`config.mk`:
```
export PLATFORM = sky130hd
export DESIGN_NAME = niu32_io_ctrl
export DESIGN_NICKNAME = d
export VERILOG_FILES = /design/src/rtl/niu32_io_ctrl.sv
export SDC_FILE = /design/constraint.sdc
export NUM_CORES = 1
export LEC_CHECK = 0
export ABC_AREA = 1
export CORE_AREA = 2 2 164 86
export CTS_CLUSTER_DIAMETER = 200
export CTS_CLUSTER_SIZE = 10
export DETAILED_ROUTE_END_ITERATION = 16
export DIE_AREA = 0 0 166 88
export GPL_ROUTABILITY_DRIVEN = 1
export PLACE_DENSITY = 0.91
export RECOVER_POWER = 50
export SYNTH_ARGS = -nofsm -noshare
export SYNTH_HDL_FRONTEND = slang
export SYNTH_SLANG_ARGS = --single-unit
```
`constraint.sdc`:
```
create_clock -name clk -period 3.8 [get_ports clk]
set_input_delay 0.38 -clock clk [delete_from_list [all_inputs] [get_ports clk]]
set_output_delay 0.38 -clock clk [all_outputs]
set_load 0.02 [all_outputs]
```
`src/rtl/niu32_io_ctrl.sv`:
```
// Memory-mapped board I/O block: HEX/LED output registers, debounced
// switch and key inputs with sticky key-press flags, one-cycle bus response.
module niu32_io_ctrl #(
   parameter int                   WORD_SIZE       = 32,
   parameter logic [WORD_SIZE-1:0] ADDR_HEX        = 32'hFFFF0000,
   parameter logic [WORD_SIZE-1:0] ADDR_LEDR       = 32'hFFFF0020,
   parameter logic [WORD_SIZE-1:0] ADDR_LEDG       = 32'hFFFF0040,
   parameter logic [WORD_SIZE-1:0] ADDR_KEY        = 32'hFFFF0100,
   parameter logic [WORD_SIZE-1:0] ADDR_SWITCH     = 32'hFFFF0120,
   parameter int                   DEBOUNCE_CYCLES = 16
) (
   input  logic                 clk,
   input  logic                 reset,
   input  logic [WORD_SIZE-1:0] addr,
   input  logic [WORD_SIZE-1:0] wdata,
   input  logic                 wr,
   input  logic                 rd,
   output logic [WORD_SIZE-1:0] rdata,
   output logic                 ready,
   output logic                 hit,
   input  logic [3:0]           KEY,
   input  logic [9:0]           SWITCH,
   output logic [15:0]          hex_val,
   output logic [9:0]           LEDR,
   output logic [7:0]           LEDG
);

   localparam int NB = 14;
   localparam int CW = (DEBOUNCE_CYCLES > 2) ? $clog2(DEBOUNCE_CYCLES) : 1;
   localparam logic [CW-1:0] CMAX = CW'(DEBOUNCE_CYCLES - 1);
   // Keys idle high (not pressed), switches idle low.
   localparam logic [NB-1:0] IN_RST = {10'b0, 4'hF};

   typedef enum logic {IDLE, RESP} state_t;

   state_t state_q, state_d;

   logic [WORD_SIZE-1:0] rdata_q, rdata_d;
   logic [15:0] hex_q, hex_d;
   logic [9:0]  ledr_q, ledr_d;
   logic [7:0]  ledg_q, ledg_d;
   logic [3:0]  sticky_q, sticky_d;

   logic [NB-1:0] sync1_q, sync2_q;
   logic [NB-1:0] deb_q, deb_d;
   logic [CW-1:0] cnt_q [NB];
   logic [CW-1:0] cnt_d [NB];

   logic sel_hex, sel_ledr, sel_ledg, sel_key, sel_sw;
   logic accept;
   logic [3:0] pressed;
   logic [3:0] press_rise;
   logic [3:0] key_clr;
   logic unused_wdata;

   assign unused_wdata = ^wdata[WORD_SIZE-1:16];

   assign sel_hex  = (addr == ADDR_HEX);
   assign sel_ledr = (addr == ADDR_LEDR);
   assign sel_ledg = (addr == ADDR_LEDG);
   assign sel_key  = (addr == ADDR_KEY);
   assign sel_sw   = (addr == ADDR_SWITCH);
   assign hit = sel_hex | sel_ledr | sel_ledg | sel_key | sel_sw;

   assign accept = (state_q == IDLE) & (rd | wr) & hit;

   assign ready   = (state_q == RESP);
   assign rdata   = rdata_q;
   assign hex_val = hex_q;
   assign LEDR    = ledr_q;
   assign LEDG    = ledg_q;

   // Per-bit debounce: accept a new level only after it has been stable.
   always_comb begin
      deb_d = deb_q;
      for (int i = 0; i < NB; i++) begin
         cnt_d[i] = cnt_q[i];
         if (sync2_q[i] == deb_q[i]) begin
            cnt_d[i] = '0;
         end else if (cnt_q[i] == CMAX) begin
            deb_d[i] = sync2_q[i];
            cnt_d[i] = '0;
         end else begin
            cnt_d[i] = cnt_q[i] + CW'(1);
         end
      end
   end

   assign pressed    = ~deb_q[3:0];
   assign press_rise = deb_q[3:0] & ~deb_d[3:0];
   assign key_clr    = (accept & wr & sel_key) ? wdata[7:4] : 4'b0;
   assign sticky_d   = (sticky_q & ~key_clr) | press_rise;

   always_comb begin
      state_d = state_q;
      unique case (state_q)
         IDLE:    if (accept) state_d = RESP;
         RESP:    state_d = IDLE;
         default: state_d = IDLE;
      endcase
   end

   always_comb begin
      rdata_d = rdata_q;
      hex_d   = hex_q;
      ledr_d  = ledr_q;
      ledg_d  = ledg_q;
      if (accept && wr) begin
         unique case (1'b1)
            sel_hex:  hex_d  = wdata[15:0];
            sel_ledr: ledr_d = wdata[9:0];
            sel_ledg: ledg_d = wdata[7:0];
            default:  ;
         endcase
         if (rd) rdata_d = '0;
      end else if (accept) begin
         unique case (1'b1)
            sel_hex:  rdata_d = WORD_SIZE'(hex_q);
            sel_ledr: rdata_d = WORD_SIZE'(ledr_q);
            sel_ledg: rdata_d = WORD_SIZE'(ledg_q);
            sel_sw:   rdata_d = WORD_SIZE'(deb_q[13:4]);
            sel_key:  rdata_d = WORD_SIZE'({sticky_q, pressed});
            default:  ;
         endcase
      end
   end

   always_ff @(posedge clk or negedge reset) begin
      if (!reset) begin
         state_q  <= IDLE;
         rdata_q  <= '0;
         hex_q    <= '0;
         ledr_q   <= '0;
         ledg_q   <= '0;
         sticky_q <= '0;
      end else begin
         state_q  <= state_d;
         rdata_q  <= rdata_d;
         hex_q    <= hex_d;
         ledr_q   <= ledr_d;
         ledg_q   <= ledg_d;
         sticky_q <= sticky_d;
      end
   end

   always_ff @(posedge clk or negedge reset) begin
      if (!reset) begin
         sync1_q <= IN_RST;
         sync2_q <= IN_RST;
         deb_q   <= IN_RST;
         for (int i = 0; i < NB; i++) cnt_q[i] <= '0;
      end else begin
         sync1_q <= {SWITCH, KEY};
         sync2_q <= sync1_q;
         deb_q   <= deb_d;
         for (int i = 0; i < NB; i++) cnt_q[i] <= cnt_d[i];
      end
   end

endmodule

```
# After elaboration in Yosys (flattened, before gate mapping)
# Cells that the tools add are included.
totals:
  elab_cells: 167
  output_inout_bits: 68
  ramBits: 0
  latch_bits: 0
  mem_bits_ro: 0
  register_bits: 169
  n_memories: 0
classes:
  n_mul: 0
  order_cmp: 0
  reduce_logical: 17
  eq_ne: 34
  n_bitwise: 26
  n_shift: 0
  add_sub_neg: 14
  n_div: 0
  n_mux: 43
op_table:
  columns: ["op", "count"]
  rows:
  - ["$eq A32 B32 Y1 const B", 5]
  - ["$pmux W32 S5", 1]
  - ["$mux W4", 29]
  - ["$mux W32", 3]
  - ["$add A4 B1 Y4 const B", 14]
  - ["$eq A4 B4 Y1 const B", 14]
  - ["$reduce_and A2 Y1", 13]
  - ["$eq A1 B1 Y1", 14]
  - ["$not A4 Y4", 3]
  - ["$not A1 Y1", 11]
  - ["$mux W1", 9]
  - ["$and A4 B4 Y4", 2]
  - ["$reduce_bool A6 Y1", 1]
  - ["$or A1 B1 Y1", 5]
  - ["$and A1 B1 Y1", 4]
  - ["$or A4 B4 Y4", 1]
  - ["$reduce_and A3 Y1", 1]
  - ["$ne A2 B2 Y1 const B", 1]
  - ["$pmux W1 S2", 1]
  - ["$reduce_bool A2 Y1", 1]
  - ["$logic_and A1 B1 Y1", 1]

# Depth between registers and ports, before layout
# Gate-level depths: netlist of run 1.
depth:
  word_depth: 12
  mapped_depth: 12
  mapped_depth_nobuf: 12

# Least setup slack after synthesis of run 1
# No wires, ideal clock.
synth_timing:
  kind: "in2reg"
  start: "in addr[3]"
  end: "reg rdata_q[13] (netlist: rdata[13])"
  arrival_time_ns: 1.568
  required_ns: 3.674
  setup_ns: 0.126
  n_path_buf: 1
  setup_slack_ns: 2.106
  path_stages: 11
  path_cell_list: "nor2_1 nand2_1 nor2_2 nand2_1 nor2_4 nor2_2 nand3_4 nand2_2 buf_2 nand2_1 o21ai_0"
synth_between:
  elab_chain_len: 9
  elab_cells_between_ends: 18
  cone_classes: "eq/ne: 6; mux: 3; bitwise: 5; reduce/logical: 4"
synth_lines:
  columns: ["element", "line_no", "text"]
  rows:
  - ["from (decl)", "14", "input logic [WORD_SIZE-1:0] addr,"]
  - ["$eq A32 B32 Y1, on equally long branches", "58, 59", null]
  - ["$or A1 B1 Y1 (3 in series)", "63", "assign hit = sel_hex | sel_ledr | sel_ledg | sel_key | sel_sw;"]
  - ["$or A1 B1 Y1 *", "63", null]
  - ["net hit", "20", "output logic hit,"]
  - ["$and A1 B1 Y1 *", "65", "assign accept = (state_q == IDLE) & (rd | wr) & hit;"]
  - ["$logic_and A1 B1 Y1", "108", "if (accept && wr) begin"]
  - ["$reduce_bool A6 Y1 (no source line), or another cell as far along", null, null]
  - ["$reduce_and A3 Y1 (no source line)", null, null]
  - ["to (signal assigned)", "138", "rdata_q <= rdata_d;"]
  - ["to (decl)", "38", "logic [WORD_SIZE-1:0] rdata_q, rdata_d;"]
# The timed path passes the listed nets; every way through them passes the cells marked *. The select of a mux whose other input is x is not followed.
# A chain may end at the register's enable or synchronous reset.

# Worst setup path after layout of run 1
layout_timing:
  start: "in addr[21]"
  end: "out hit"
layout_between:
  elab_chain_len: 5
  elab_cells_between_ends: 9
  cone_classes: "eq/ne: 5; bitwise: 4"
layout_lines:
  columns: ["element", "line_no"]
  rows:
  - ["$eq A32 B32 Y1, on equally long branches", "58, 59"]
  - ["$or A1 B1 Y1 (3 in series)", "63"]
  - ["$or A1 B1 Y1 *", "63"]
  - ["to (decl)", "20"]
# Every way passes the cells marked *; elsewhere a longest branch is shown, timed or not.

==> results of run 1 <==
## flip-flops by register name, indices dropped and copies added (netlist names), 8 cells and up
register,cells
sync1_q,14
LEDG,8
LEDR,10
cnt_q,56
deb_q,14
hex_val,16
rdata,16
sync2_q,14
## layout by cell type (no fill, tap or decap), drive strengths merged, types with 3 or more instances in the layout
cell           instances
nand4                 13
a21oi                  3
xnor2                 23
clkinv                 3
bufinv                 3
nor2                  89
buf                    5
or2                    3
dfrtp                141
o21ai                 35
inv                   74
conb                  16
xor2                  15
nand3                 33
clkbuf                19
nand2                160
ha                    14
clkdlybuf4s50        102
mux2                  22
dfstp                 12
dlygate4sd3           14
## how the worst max path moves through the flow
stage	from	to	slack, ns	depth (start not counted)
finish	addr[21]	hit	0.81	11
global route	addr[7]	hit	0.73	9
CTS	addr[7]	hit	0.84	9
detailed placement	addr[22]	hit	0.88	11
global placement	addr[23]	hit	0.92	11
floorplan	addr[3]	rdata[13]	2.11	11
## power groups by stage
stage                     Clock (W)  Combinational (W)  Sequential, W
after global placement            0           0.000210        0.00175
after detailed placement          0           0.000221        0.00175
final                       0.00172           0.000218        0.00172
after floorplan                   0           0.000108        0.00174
after CTS                   0.00174           0.000225        0.00172
after global routing        0.00182           0.000249        0.00173
## cells by family (layout without fill, tap and decap cells)
family	after synthesis	after routing	share of synthesized area, %
multiplexers	22	22	3.79
AO/OA/AOI/OAI	38	38	3.09
other	1	16	0.0574
adder cells (fa/ha/maj)	14	14	2.68
XOR/XNOR	38	38	5.10
buffers and inverters	92	222	6.38
flip-flops	153	153	58.9
AND/OR/NAND/NOR	303	303	20.0
## layout make-up
cell class	instances	area share (%)
Clock buffer	18	5.07
Clock inverter	13	1.97
Multi-Input combinational cell	431	27.5
Sequential cell	153	45.4
Tap cell	176	2.60
Timing Repair Buffer	122	14.4
Inverter	69	3.06
## layer usage
layer,track usage [%],up-vias,routed length [um]
li1,-,2322,-
met1,30.3,2355,6940
met2,34.9,210,7060
met3,6.33,43,1310
met4,9.64,0,380
met5,0,-,0
## metrics by stage
step,instances,power [W],hold slack (ns),setup WS (ns),utilization [%]
4_1_cts,982,0.00368,0.117,0.843,64.3
3_3_place_gp,951,0.00196,0.332,0.921,59.7
6_report,982,0.00366,0.349,0.814,64.2
2_1_floorplan,676,0.00185,0.0844,2.11,-
5_1_grt,982,0.00379,0.360,0.734,64.2
3_5_place_dp,951,0.00197,0.335,0.877,59.7
==> results.toml, run 1 <==
[timing]
setup_tns_ns = 0
finalCritPeriodShare_pct = 78.6
finalHoldViolations = 0
skew_ns = 0.00954
fmax_ghz = 0.335
rsz0062_at_grt = "false"
worstMarginPinSlew_ns = 2.52
maxSlewHeadroom_pct = -67.8
finalMaxSlewViolations = 102
final-setup-viol-count = 0
period_minus_slack_ns = 2.99

[critical_path]
reg2regPathDepth = 4
path_cells = "clkdlybuf4s50_1 -> nand2_1 -> inv_1 -> nand2_1 -> nor2_1 -> nand2_2 -> nor2_1 -> buf_4 -> nor2_1 -> nand3_4 -> clkdlybuf4s50_1"
cp_data_arrival_time_ns = 2.61
reg2reg_from = "ready"
crit_required_ns = 3.42
rrSetupSlack_ns = 2.19
worstSetupStartpointType = "input port"
critPathTopFamily = "buffers and inverters"
max_stage_delay_ns = 0.64
crit_buf_inv = 4
critical-path-slowest-cell = "clkdlybuf4s50_1"
crit_top_cell = "nor2_1"
worstSetupEndpointType = "output port"
critPathMaxFanout = 11
r2r_end = "LEDG[5]"
criticalPathCategory = "in -> out"

[clock_network]
clk_path_buf_depth = 2
cts_hold_buf = 0
cts_post_setup_buffers_inserted = 0
cts_tree = "yes"
htree_levels = 4
path_clk_slew_ns = 0.06
insertion_delay_ns = 0.42
cts_root_buf = "clkbuf_16"
cts_buffers = 17
clock-sinks = 153
cts_resized = 0

[yosys]
yosysMostFrequentCell = "nand2_1"
avgSynthCellArea_um2 = 9.88
ys_ff_latch = 153
async_reset_ff_share_pct = 100
synth_top_area_share_pct = 54.0
synth_edf_count = 0
synthDistinctLibCells = 27
yosysTopAreaCell = "dfrtp_1"
ys_top_cells_by_count = "158 x nand2_1, 141 x dfrtp_1, 82 x nor2_1"
synthesis.area_um2 = 6530
ys.warnings.count = 0
ys_seq_area_share_pct = 58.9
synth-main-ff-cell = "dfrtp_1"
syn_inst = 661
synth_top_cells_by_area = "dfrtp_1 54%, nand2_1 9.1%, dfstp_2 4.8%"

[cells_and_area]
drive_gt1_share_pct = 10.4
stdcell_area_um2 = 8460
area.growth.synth_to_final_pct = 29.6
nNetsFinal = 890
num_antenna_cells = 0
multiInputGateArea_um2 = 2320
fillers = 983
register_area_um2 = 3840

[power]
p_int_w = 0.00282
power.share.combinational_pct = 6.0
power.leakage_nw = 4.01
p_per_area_nw_per_um2 = 433
clockPowerShare_pct = 47.0
switchingPower_w = 0.000837
vdd_ir_drop_max_mv = 0.294
seqPwrFrac_pct = 47.0
sw_frac_of_total_pct = 22.9

[global_routing]
grt.total_usage_pct = 22.5
grt_max_degree = 103
first_global_vias = 4883
antenna_found_initial = 0
grt_pass1_wl_um = 25000
gr-total-overflow = 0

[outcome]
run_status = "finished, violations left"
violations = "max-capacitance violations, max-slew violations"

[min_path]
hp-class = "reg -> reg"
hold_path_end = "sync2_q[9]"
min_from = "sync1_q[9]"
holdPathStages = 0

[floorplanning]
num_rows = 30
ios = 150
fp.dieW_um = 166
die_y_um = 88
start_util_pct = 49.6
core_um2 = 13200
dieArea_um2 = 14600

[run]
cap_violations = 1

[place]
dp_hpwl_um = 10600
place_area_um2 = 7870
portBuffers = 117
place_congestion = 0.768

[route]
drtIter0Drc = 384
remaining_drc_errors = 0
dr.pass1.iters = 5
wl_per_cell_um = 16.0
via_count = 4930
wl_um = 15700
ant_nets = 0
vias_per_cell = 5.02
Power figures use the tool's default switching activity.
==> run 2: changes to the inputs <==
CORE_AREA = 2 2 165 86   (was 2 2 164 86)
DIE_AREA = 0 0 167 88   (was 0 0 166 88)
clock period = 3.09 ns   (was 3.8 ns; I/O delays follow)
==> run 2 against run 1 <==
  * The flow still finishes with violations (max-capacitance violations, max-slew violations)
  * Critical path type unchanged
  * Register-to-register slack worse by 0.86 ns
  * Core utilization down 0.32 points
  * Die area up 0.60%
  * Design area about the same
  * Clock power up 20%
  * Non-clock buffer count up 2
  * Worst setup slack worse by 0.46 ns
  * Via count down 0.69%
==> results.toml, run 2 (synthesized netlist as in run 1, its figures left out) <==
[clock_network]
clock-sinks = 153
cts_post_setup_buffers_inserted = 0
cts_hold_buf = 1
htree_levels = 4
path_clk_slew_ns = 0.07
insertion_delay_ns = 0.43
cts_resized = 0
cts_root_buf = "clkbuf_16"
clk_path_buf_depth = 2
cts_tree = "yes"
cts_buffers = 17

[timing]
rsz0062_at_grt = "false"
setup_tns_ns = 0
maxSlewHeadroom_pct = -29.2
period_minus_slack_ns = 2.74
finalCritPeriodShare_pct = 88.5
worstMarginPinSlew_ns = 1.94
fmax_ghz = 0.366
final-setup-viol-count = 0
skew_ns = 0.0108
fin_ws_ns = 0.355
finalHoldViolations = 0
finalMaxSlewViolations = 79

[global_routing]
grt_pass1_wl_um = 26000
antenna_found_initial = 0
grt_max_degree = 80
first_global_vias = 4966
gr-total-overflow = 0
grt.total_usage_pct = 23.3

[critical_path]
worstSetupStartpointType = "input port"
critPathMaxFanout = 10
endpoint = "hit"
cp_data_arrival_time_ns = 2.43
reg2reg_from = "ready"
worstSetupEndpointType = "output port"
startpoint = "addr[5]"
crit_required_ns = 2.78
rrSetupSlack_ns = 1.33
reg2regPathDepth = 4
r2r_end = "hex_val[12]"
criticalPathCategory = "in -> out"

[floorplanning]
core_um2 = 13300
num_rows = 30
start_util_pct = 49.3
dieArea_um2 = 14700
ios = 150
fp.dieW_um = 167
die_y_um = 88

[cells_and_area]
top_register = "cnt_q"
nNetsFinal = 892
layout_commonest_cell = "nand2_1"
largest_reg_flops = 56
drive_gt1_share_pct = 10.6
num_antenna_cells = 0
final_cell_mix = "158 x nand2_1, 141 x dfrtp_1, 102 x clkdlybuf4s50_1"
area.growth.synth_to_final_pct = 29.7

[route]
via_count = 4896
wl_um = 16000
wl_per_cell_um = 16.2
dr.pass1.iters = 5
drtIter0Drc = 502
remaining_drc_errors = 0
ant_nets = 0
vias_per_cell = 4.97

[place]
place_congestion = 0.840
place_ws_ns = 0.323
dp_hpwl_um = 11000
portBuffers = 117

[min_path]
hp-class = "reg -> reg"

[power]
power.leakage_nw = 4.01
p_per_area_nw_per_um2 = 524
vdd_ir_drop_max_mv = 0.410

[run]
cap_violations = 1

[outcome]
violations = "max-capacitance violations, max-slew violations"
run_status = "finished, violations left"
[run 2: power breakdown]
group	leakage (nW)	switching (W)	internal (W)
Sequential	1.99	0.0000445	0.00207
Combinational	1.74	0.000139	0.000126
Clock	0.278	0.000888	0.00117
Total	4.01	0.00107	0.00337
[run 2: worst min path at each step]
stage / slack (ns) / endpoint / cells after the start / from
floorplan: 0.01 / LEDG[0] / 0 / reset
CTS: 0.29 / sync1_q[3] / 1 / KEY[3]
finish: 0.35 / sync2_q[4] / 0 / sync1_q[4]
global placement: 0.33 / sync2_q[13] / 0 / sync1_q[13]
global route: 0.36 / sync2_q[7] / 0 / sync1_q[7]
detailed placement: 0.33 / sync2_q[4] / 0 / sync1_q[4]
[run 2: critical path: stages]
cell             delay, ns
clkdlybuf4s50_1       0.44
nor2_1                0.16
nand2_1               0.08
nor2_2                0.15
nand2_1               0.12
nor2_4                0.30
nor2_2                0.11
nand3_4               0.12
clkdlybuf4s50_1       0.64
[run 2: layout make-up]
| type | instances | area, um^2 |
|---|---|---|
| flip-flops and latches | 153 | 3840 |
| clock buffers | 19 | 453 |
| fillers | 987 | 4780 |
| multi-input cells | 431 | 2320 |
| clock inverters | 13 | 131 |
| repair buffers | 124 | 1230 |
| inverters | 69 | 259 |
| well taps | 176 | 220 |
[run 2: metal layers]
layer,up-vias,wire length [um],global-route usage [%]
met1,2365,7200,32.3
met4,0,266,7.29
li1,2307,-,-
met3,30,1200,5.78
met2,194,7290,36.8
met5,-,0,0
[run 2: per-stage QoR]
stage                     cell area [um^2]  util [%]  power [W]  hold WS, ns  std cells
after floorplan                       6590         -    0.00227       0.0134        676
after global placement                7880      59.5    0.00241        0.332        952
after detailed placement              7880      59.5    0.00242        0.335        952
after CTS                             8470      63.9    0.00445        0.295        985
after global routing                  8470      63.9    0.00459        0.355        985
final                                 8470      63.9    0.00444        0.348        985
==> run 3: changes to the inputs <==
PLACE_DENSITY = 0.79   (was 0.91)
==> run 3 against run 2 <==
  * Sequential share of layout area increased by 0.081 points
  * Clock-buffer cell count is 1 lower
  * Highest routed layer unchanged
  * The flow still finishes with violations (max-capacitance violations, max-slew violations)
  * Hold slack about the same
  * Critical path type unchanged
  * Critical path depth is 1 higher
==> results.toml, run 3 (synthesized netlist as in run 1, its figures left out) <==
[outcome]
run_status = "finished, violations left"
violations = "max-capacitance violations, max-slew violations"

[power]
power.leakage_nw = 4.01
vdd_ir_drop_max_mv = 0.548
p_per_area_nw_per_um2 = 525

[clock_network]
insertion_delay_ns = 0.43
path_clk_slew_ns = 0.06
cts_root_buf = "clkbuf_16"
cts_buffers = 17
cts_resized = 0
clk_path_buf_depth = 2
cts_hold_buf = 0
cts_tree = "yes"
cts_post_setup_buffers_inserted = 0
htree_levels = 4
clock-sinks = 153

[timing]
maxSlewHeadroom_pct = -69.5
setup_tns_ns = 0
finalHoldViolations = 0
period_minus_slack_ns = 2.77
finalCritPeriodShare_pct = 89.7
fmax_ghz = 0.361
rsz0062_at_grt = "false"
skew_ns = 0.00946
worstMarginPinSlew_ns = 2.54
finalMaxSlewViolations = 106
holdWs_ns = 0.348
fin_ws_ns = 0.317
final-setup-viol-count = 0

[route]
drtIter0Drc = 353
remaining_drc_errors = 0
ant_nets = 0
wl_per_cell_um = 15.9
wl_um = 15600
vias_per_cell = 4.98
via_count = 4908
dr.pass1.iters = 5

[global_routing]
grt.total_usage_pct = 22.6
grt_pass1_wl_um = 25300
gr-total-overflow = 0
grt_max_degree = 106
antenna_found_initial = 0
first_global_vias = 5048

[min_path]
hp-class = "reg -> reg"
min_from = "sync1_q[11]"

[critical_path]
crit_required_ns = 2.78
cp_data_arrival_time_ns = 2.46
startpoint = "addr[31]"
criticalPathCategory = "in -> out"
reg2reg_from = "ready"
worstSetupEndpointType = "output port"
worstSetupStartpointType = "input port"
critPathMaxFanout = 10

[cells_and_area]
area.growth.synth_to_final_pct = 29.4
fillers = 1015
fin_cells = 986
top_register = "cnt_q"
drive_gt1_share_pct = 10.9
final_cell_mix = "158 x nand2_1, 141 x dfrtp_1, 102 x clkdlybuf4s50_1"
num_antenna_cells = 0
layout_commonest_cell = "nand2_1"
largest_reg_flops = 56
nNetsFinal = 893

[floorplanning]
start_util_pct = 49.3
die_y_um = 88
dieArea_um2 = 14700
fp.dieW_um = 167
ios = 150
core_um2 = 13300
num_rows = 30

[place]
dp_hpwl_um = 11300
place_ws_ns = 0.345
dp_cells = 954
portBuffers = 117
place_congestion = 0.784

[run]
cap_violations = 1
[run 3: path summary, 6_finish.rpt]
path                       slack, ns          end  cells past startpoint
min in group asynchronous       0.66    cnt_q[20]                      1
setup reg to reg                1.56      LEDG[1]                      4
max in group asynchronous       0.91   sync1_q[8]                      2
hold reg to reg                 0.35  sync2_q[11]                      0
hold / removal                  0.35  sync2_q[11]                      0
setup / recovery                0.32          hit                     10
[run 3: per-layer routing]
| metal | track usage (%) | wire, um | up-vias |
|---|---|---|---|
| li1 | - | - | 2326 |
| met1 | 30.5 | 6920 | 2411 |
| met2 | 37.6 | 7650 | 149 |
| met3 | 4.20 | 855 | 22 |
| met4 | 7.99 | 219 | 0 |
| met5 | 0 | 0 | - |
[run 3: worst max-delay path, stage by stage]
cell,delay (ns)
clkdlybuf4s50_1,0.47
nand2_1,0.06
inv_1,0.05
nand2_1,0.04
nor2_1,0.24
nand2_2,0.15
nor2_4,0.27
nor2_2,0.11
nand3_4,0.12
clkdlybuf4s50_1,0.64
[run 3: cell type report]
type	instances	area (um^2)	area share (%)
inverters	69	259	3.06
flip-flops and latches	153	3840	45.5
well taps	176	220	2.61
repair buffers	125	1220	14.5
clock buffers	18	429	5.08
multi-input cells	431	2320	27.5
clock inverters	14	153	1.81
[run 3: where the power goes]
group          total (W)  switching [W]  leakage, nW  internal [W]
Combinational   0.000267       0.000142         1.74      0.000125
Clock            0.00206       0.000910        0.285       0.00115
Sequential       0.00211      0.0000439         1.99       0.00207
[run 3: per-stage QoR]
step,cell area [um^2],utilization [%],total power (W)
finish,8450,63.8,0.00444
CTS,8460,63.9,0.00447
global route,8450,63.8,0.00461
detailed placement,7880,59.5,0.00242
global placement,7880,59.5,0.00240
floorplan,6590,-,0.00227
